===== config.mk =====
export PLATFORM = sky130hd
export DESIGN_NAME = uart_tx_arbiter
export DESIGN_NICKNAME = d
export VERILOG_FILES = /design/src/rtl/uart_arb_pkg.sv /design/src/rtl/rr_priority_picker.sv /design/src/rtl/uart_tx_arbiter.sv
export SDC_FILE = /design/constraint.sdc
export NUM_CORES = 1
export LEC_CHECK = 0
export CAP_MARGIN = 20
export CORE_MARGIN = 5
export CORE_UTILIZATION = 36
export CTS_CLUSTER_DIAMETER = 50
export DETAILED_ROUTE_END_ITERATION = 10
export PLACE_DENSITY_LB_ADDON = 0.1
export SYNTH_ARGS = -nofsm -noshare
export SYNTH_HDL_FRONTEND = slang
export SYNTH_SLANG_ARGS = --single-unit

===== constraint.sdc =====
create_clock -name Clock -period 1.41 [get_ports Clock]
set_input_delay 0.282 -clock Clock [delete_from_list [all_inputs] [get_ports Clock]]
set_output_delay 0.282 -clock Clock [all_outputs]
set_load 0.01 [all_outputs]

===== src/rtl/uart_arb_pkg.sv =====
// ============================================================================
// uart_arb_pkg : shared types and constants for the UART transmit arbiter
// Rev 1.0
// ============================================================================
`default_nettype none

package uart_arb_pkg;

  typedef enum logic [1:0] {
    ST_IDLE = 2'd0,
    ST_SEND = 2'd1,
    ST_LOCK = 2'd2
  } state_t;

  localparam logic [7:0] LF = 8'h0A;
  localparam int DEFAULT_NUM_REQ = 2;

endpackage

`default_nettype wire


===== src/rtl/rr_priority_picker.sv =====
// ============================================================================
// rr_priority_picker : one-hot round-robin selector, search upward from ptr_i
// Rev 1.0
// ============================================================================
`default_nettype none

module rr_priority_picker #(
  parameter int N     = 2,
  parameter int PTR_W = 1
) (
  input  logic [N-1:0]     valid_i,
  input  logic [PTR_W-1:0] ptr_i,
  output logic [N-1:0]     grant_o
);

  logic [N-1:0] rot_valid_w;
  logic [N-1:0] rot_pick_w;

  // Rotate so the pointer sits at bit 0, isolate the lowest set bit, rotate back.
  assign rot_valid_w = N'({valid_i, valid_i} >> ptr_i);
  assign rot_pick_w  = rot_valid_w & (~rot_valid_w + N'(1));
  assign grant_o     = N'(({rot_pick_w, rot_pick_w} << ptr_i) >> N);

endmodule

`default_nettype wire


===== src/rtl/uart_tx_arbiter.sv =====
// ============================================================================
// uart_tx_arbiter : round-robin byte arbiter feeding one UART transmitter.
// Define UART_ARB_LINE_LOCK_EN to hold the line for one owner until LF/timeout.
// Rev 1.0
// ============================================================================
`default_nettype none

module uart_tx_arbiter
  import uart_arb_pkg::*;
#(
  parameter int NUM_REQ      = DEFAULT_NUM_REQ,
  parameter int LOCK_TIMEOUT = 4096
) (
  input  logic                 Clock,
  input  logic                 Reset,
  input  logic [8*NUM_REQ-1:0] ReqData,
  input  logic [NUM_REQ-1:0]   ReqValid,
  output logic [NUM_REQ-1:0]   ReqReady,
  output logic [7:0]           DataIn,
  output logic                 DataInValid,
  input  logic                 DataInReady,
  output logic [NUM_REQ-1:0]   Grant,
  output logic                 Busy
);

  localparam int PTR_W = (NUM_REQ > 1) ? $clog2(NUM_REQ) : 1;

  state_t               state_q, state_d;
  logic [PTR_W-1:0]     ptr_q, ptr_d;
  logic [7:0]           data_q, data_d;
  logic                 valid_q, valid_d;
  logic [NUM_REQ-1:0]   grant_q, grant_d;

  logic [NUM_REQ-1:0]   pick_w;
  logic [NUM_REQ-1:0]   ready_w;
  logic                 accept_w;
  logic [7:0]           sel_data_w;
  logic [PTR_W-1:0]     win_idx_w;

`ifdef UART_ARB_LINE_LOCK_EN
  localparam int CNT_W = $clog2(LOCK_TIMEOUT + 1);
  logic [CNT_W-1:0]     cnt_q, cnt_d;
`endif

  rr_priority_picker #(
    .N     (NUM_REQ),
    .PTR_W (PTR_W)
  ) u_picker (
    .valid_i (ReqValid),
    .ptr_i   (ptr_q),
    .grant_o (pick_w)
  );

  always_ff @(posedge Clock) begin
    if (Reset) begin
      state_q <= ST_IDLE;
      ptr_q   <= '0;
      data_q  <= 8'h00;
      valid_q <= 1'b0;
      grant_q <= '0;
`ifdef UART_ARB_LINE_LOCK_EN
      cnt_q   <= '0;
`endif
    end else begin
      state_q <= state_d;
      ptr_q   <= ptr_d;
      data_q  <= data_d;
      valid_q <= valid_d;
      grant_q <= grant_d;
`ifdef UART_ARB_LINE_LOCK_EN
      cnt_q   <= cnt_d;
`endif
    end
  end

  // Output decode: ready is one-hot and already qualified by ReqValid.
  always_comb begin
    ready_w = '0;
    case (state_q)
      ST_IDLE: ready_w = pick_w;
`ifdef UART_ARB_LINE_LOCK_EN
      ST_LOCK: ready_w = grant_q & ReqValid;
`endif
      default: ready_w = '0;
    endcase
    if (Reset) ready_w = '0;
  end

  always_comb begin
    sel_data_w = 8'h00;
    win_idx_w  = '0;
    for (int i = 0; i < NUM_REQ; i++) begin
      if (ready_w[i]) begin
        sel_data_w = ReqData[8*i +: 8];
        win_idx_w  = PTR_W'(i);
      end
    end
  end

  assign accept_w    = |ready_w;
  assign ReqReady    = ready_w;
  assign DataIn      = data_q;
  assign DataInValid = valid_q;
  assign Grant       = grant_q;
  assign Busy        = (state_q != ST_IDLE);

  always_comb begin
    state_d = state_q;
    ptr_d   = ptr_q;
    data_d  = data_q;
    valid_d = valid_q;
    grant_d = grant_q;
`ifdef UART_ARB_LINE_LOCK_EN
    cnt_d   = cnt_q;
`endif
    case (state_q)
      ST_IDLE: begin
        if (accept_w) begin
          state_d = ST_SEND;
          data_d  = sel_data_w;
          valid_d = 1'b1;
          grant_d = ready_w;
          ptr_d   = (win_idx_w == PTR_W'(NUM_REQ - 1)) ? '0 : win_idx_w + PTR_W'(1);
        end
      end
      ST_SEND: begin
        if (DataInReady) begin
          valid_d = 1'b0;
`ifdef UART_ARB_LINE_LOCK_EN
          if (data_q != LF) begin
            state_d = ST_LOCK;
            cnt_d   = '0;
          end else begin
            state_d = ST_IDLE;
            grant_d = '0;
          end
`else
          state_d = ST_IDLE;
          grant_d = '0;
`endif
        end
      end
`ifdef UART_ARB_LINE_LOCK_EN
      ST_LOCK: begin
        if (accept_w) begin
          state_d = ST_SEND;
          data_d  = sel_data_w;
          valid_d = 1'b1;
          cnt_d   = '0;
        end else if (cnt_q == CNT_W'(LOCK_TIMEOUT - 1)) begin
          state_d = ST_IDLE;
          grant_d = '0;
        end else begin
          cnt_d = cnt_q + CNT_W'(1);
        end
      end
`endif
      default: begin
        state_d = ST_IDLE;
        valid_d = 1'b0;
        grant_d = '0;
      end
    endcase
  end

endmodule

`default_nettype wire

# --- Yosys cells after proc, flatten, opt, wreduce, memory -nomap -nowiden ---
# Cells that the tools add are included.
# Widths: inputs -> output; s select.
word_totals:
  input_bits: 21
  output_inout_bits: 14
  ff_bits: 14
op_classes:
  n_eq_ne: 3
  n_mux: 14
  reduce_logical: 5
  bitwise: 2
  n_shift: 2
  addsub: 2
ops:
  columns: ["cell", "count"]
  rows:
  - ["$mux 8", 2]
  - ["$mux 2", 5]
  - ["$pmux 2 s2", 2]
  - ["$mux 1", 4]
  - ["$ne 2x2->1 const B", 2]
  - ["$reduce_and 2->1", 2]
  - ["$shl 4x1->4", 1]
  - ["$shr 4x1->2", 1]
  - ["$add 2x1->2 const B", 1]
  - ["$and 2x2->2", 1]
  - ["$eq 2x1->1 const B", 1]
  - ["$logic_not 2->1", 1]
  - ["$not 2->2", 1]
  - ["$pmux 1 s2", 1]
  - ["$reduce_bool 2->1", 1]
  - ["$reduce_or 2->1", 1]
  - ["$add 1x1->1 const B", 1]

# --- Longest topological paths before layout ---
logic_depth:
  word_depth: 10
  depth_mapped: 5

# --- Modules after synthesis ---
# From an unflattened synthesis, not the netlist that was laid out.
hier_totals:
  hier_cells: 71
  area_unflattened_um2: 595.6
modules_own_cells:
  columns: ["module", "area_per_inst_um2", "seq_area_each_um2", "cells_per_inst", "n_inst"]
  rows:
  - ["uart_tx_arbiter", 576.8, 240.2, 68, 1]
  - ["rr_priority_picker", 18.8, 0.0, 3, 1]

# --- Least setup slack after synthesis ---
# OpenSTA, ideal clock, no wires.
synth_path:
  path_kind: "register to output"
  start: "reg state_q[0]"
  end: "out ReqReady[1]"
  stages_incl_launch_ff: 5
  setup_slack_ns: 0.019
  t_arrival_ns: 1.109
  n_path_buf: 2
  cell_sequence: "dfxtp_1 buf_6 nor3b_4 and2_4 buf_4"
synth_via:
  elab_chain_len: 3
synth_lines:
  columns: ["element", "line_no", "source"]
  rows:
  - ["from (decl)", "uart_tx_arbiter.sv:28", "state_t state_q, state_d;"]
  - ["from (signal assigned)", "uart_tx_arbiter.sv:65", "state_q <= state_d;"]
  - ["$logic_not 2->1", "uart_tx_arbiter.sv:79", "case (state_q)"]
  - ["$mux 2", "uart_tx_arbiter.sv:79", null]
  - ["$mux 2", "uart_tx_arbiter.sv:86", "if (Reset) ready_w = '0;"]
  - ["to (decl)", "uart_tx_arbiter.sv:18", "output logic [NUM_REQ-1:0] ReqReady,"]
# Every way passes these cells.

# --- Final worst setup path ---
# Ends and elaborated chain as after synthesis.

==> impl.org <==
** Yosys
- Cell with the most instances after synthesis :: dfxtp_1
- Proportion of synthesized chip area in sequential cells :: 39.8%
- EDFF count, synth :: 0
- The number of different library cells used by synthesis comes to 25.
- Yosys attributes the largest share of cell area to dfxtp_1 (40%), a31oi_1 (9.3%), nand4_1 (8.3%).
- The most used flip-flop cell after synthesis is dfxtp_1.
- Counting every net in the synthesized netlist gives 91.
- Netlist area before placement :: 603 um^2
- Synth Instances :: 70
- Averaged over all synthesized cells, the footprint is 8.62 um^2.
- Top cell type by total area after synthesis :: dfxtp_1
- The synthesized design devotes to its leading area cell type 39.8% of total area.
- Share of flip-flops with an asynchronous set or reset :: 0%
- The Yosys step of the flow raised 0 warnings.
- Number of flip-flops and latches in the synthesized netlist :: 12
- Top cells by instance count after synthesis :: dfxtp_1 (12), a31oi_1 (9), nand3_1 (8), nand4_1 (8), o21ai_0 (8)

** Critical path
- Required time reported for the critical path endpoint :: 1.13 ns
- By startpoint and endpoint, the worst setup path is classified as reg -> out.
- In this design, the stage delay of the slowest critical-path cell is 0.37 ns.
- The largest individual stage delay along the critical path comes from the cell dfxtp_4.
- At the worst endpoint, the arrival time is 1.09 ns.
- Traced cell by cell, the critical path runs through nor3b_4 -> and2_4 -> buf_6.
- Delay-heaviest family, CP :: flip-flops
- In this run the worst path has a maximum fanout of 3.
- Startpoint class of the critical path :: flop
- STA classifies the critical path endpoint as an output port.
- Counting both buffers and inverters, the worst setup path holds a total of 1.

** GRT
- Global routing used 15.4% of the available tracks.
- The via count of the first global-routing pass came to 704.
- Largest net degree at the start of global routing :: 11
- The total overflow left after global routing is 0.
- Antenna violations before repair :: 0
- The first global-routing pass estimated 3150 um of wire.

** Clock network
- At the later pin of the worst-skew pair, clock insertion delay measures 0.27 ns.
- Buffers from clock root to sink, at most :: 2
- In this run, CTS created clock tree buffers numbering 3.
- Post-CTS clock slew at the launch and capture registers of the worst setup and hold paths :: 0.09 ns
- Clock tree from TritonCTS :: built
- H-tree level count :: 1
- In this run the clock root is driven by a clkbuf_4.
- Number of sinks driven by the clock tree :: 12
- After clock tree synthesis, the flow added hold-fix buffers numbering 0.

** Place
- The count of buffers added on input and output ports is 34.
- The congestion estimate from routability-driven global placement came to 0.746.
- Placed wire-length estimate :: 1420 um
- Post-placement cell count :: 123
- Placed Area :: 996 um^2

** Die
- Number of I/O pins :: 35
- In this run the vertical extent of the chip is 50.9 um.
- The die is 50.9 um wide.
- CORE AREA :: 1540 um^2
- The initial utilization of the core area, before any placement, comes to 39.1%.
- Std cell rows :: 14
- Die area :: 2590 um^2

** STA
- RSZ-0062 raised after global routing :: true
- Dividing the final minimum period by the clock period gives 97.3%.
- The final-report hold violation count was 0.
- Worst slew margin relative to its limit :: 66.7%
- Timing would allow up to 0.729 GHz.
- Final-report setup violation count :: 0
- Max-slew violation total from the final report :: 0
- Final hold analysis gives a worst-case slack of 0.488 ns.
- Tmin final :: 1.37 ns
- Summed over all failing endpoints, the final setup total negative slack is 0 ns.
- At the pin with the least slew margin, the transition time is 0.497 ns.
- The clock arrives with 0.00637 ns of skew.

** Power and ir drop
- For this design the static power due to leakage is 0.435 nW.
- Power per unit of standard cell area :: 862 nW/um^2
- VDD sags by at most 0.423 mV.

** Route
- Number of DRC markers in iteration 0 :: 21
- In the routed design, unresolved DRC markers number 0.
- Count of antenna-violating nets left after detailed routing :: 0
- Aggregate routed wire length :: 1900 um
- Via count :: 732
- The first detailed-routing pass took 4 iterations.
- After detailed routing, the average wire length per cell comes to 14.9 um.
- Drt via density :: 5.76

** Final layout
- Final design instance area without fill :: 1020 um^2
- In the final design database the tool counted 133 nets.
- Area growth syn-to-layout :: 69.7%
- Share of final-layout standard cells stronger than drive strength 1 :: 20.7%
- 0 antenna diodes ended up in the layout.
- Post-route insts no fill :: 127

** Run
- Max cap viols :: 0

** Run status
- The flow ran to the end, and the final reports show no timing, DRC or antenna violations.

** Hold path
- The worst hold path belongs to the class reg -> reg.
==> path summary, 6_finish.rpt <==
kind,to,from,slack (ns),cells past startpoint
setup / recovery,ReqReady[1],state_q[0],0.04,3
hold / removal,DataIn[6],DataIn[6],0.49,2
setup reg to reg,DataIn[0],state_q[0],0.13,4
hold reg to reg,DataIn[6],DataIn[6],0.49,2
==> where the power goes <==
part	total [W]	internal [W]	switching, W
Sequential	0.000374	0.000361	0.0000129
Clock	0.000283	0.000157	0.000126
Combinational	0.000225	0.000126	0.0000991
==> tightest hold or removal path: cells and delay by family, from the launching register on <==
family | cells | cell delay [ns]
AOI/OAI and AO/OA | 2 | 0.14
DFF | 1 | 0.31
==> layer usage <==
metal	routed length, um	GRT usage [%]
met2	893	23.3
met3	154	4.07
met1	836	20.5
met5	0	0
met4	12	6.38
==> cell usage in the layout, fill, tap and decap left out, types with 2 or more instances in the layout <==
cell type and n:
nand2b_1 2, nand3_1 8, dfxtp_1 11, buf_6 2
a31oi_1 9, clkdlybuf4s50_1 17, buf_4 9, clkbuf_4 3
o21ai_0 8, nor2_1 2, nand4_1 8, dlygate4sd2_1 14
==> through the flow <==
step | total power, W | utilization (%) | worst slack [ns]
6_report | 0.000882 | 66.4 | 0.0384
2_1_floorplan | 0.000481 | - | 0.0188
5_1_grt | 0.000927 | 66.4 | -0.0126
4_1_cts | 0.000890 | 66.2 | -0.0950
3_3_place_gp | 0.000621 | 64.6 | -0.556
3_5_place_dp | 0.000623 | 64.6 | -0.567
==> flip-flops by register name, summed over array words and instances (netlist names) <==
signal,flops
DataIn,8
Grant,2
ptr_q,1
state_q,1
==> cells by family (layout without fill, tap and decap cells) <==
group,count (synthesis),in the layout,synth area share [%]
compound gates,23,23,25.1
flops,12,12,39.8
buf+inv,8,49,7.67
simple gates,27,27,27.4
==> timing repair <==
item | in CTS | in global routing
gates resized for setup | 25 | 5
pin swaps | 0 | 2
buffers inserted | 0 | 0
endpoints found under the setup margin | 22 | 10
==> cell type report <==
class / instances / area, um^2
fillers: 148 / 518
repair buffers: 44 / 398
multi-input cells: 50 / 322
flip-flops and latches: 12 / 244
clock buffers: 4 / 36.3
well taps: 16 / 20.0
inverters: 1 / 3.75
No activity file was read; power rests on OpenSTA's default activity.
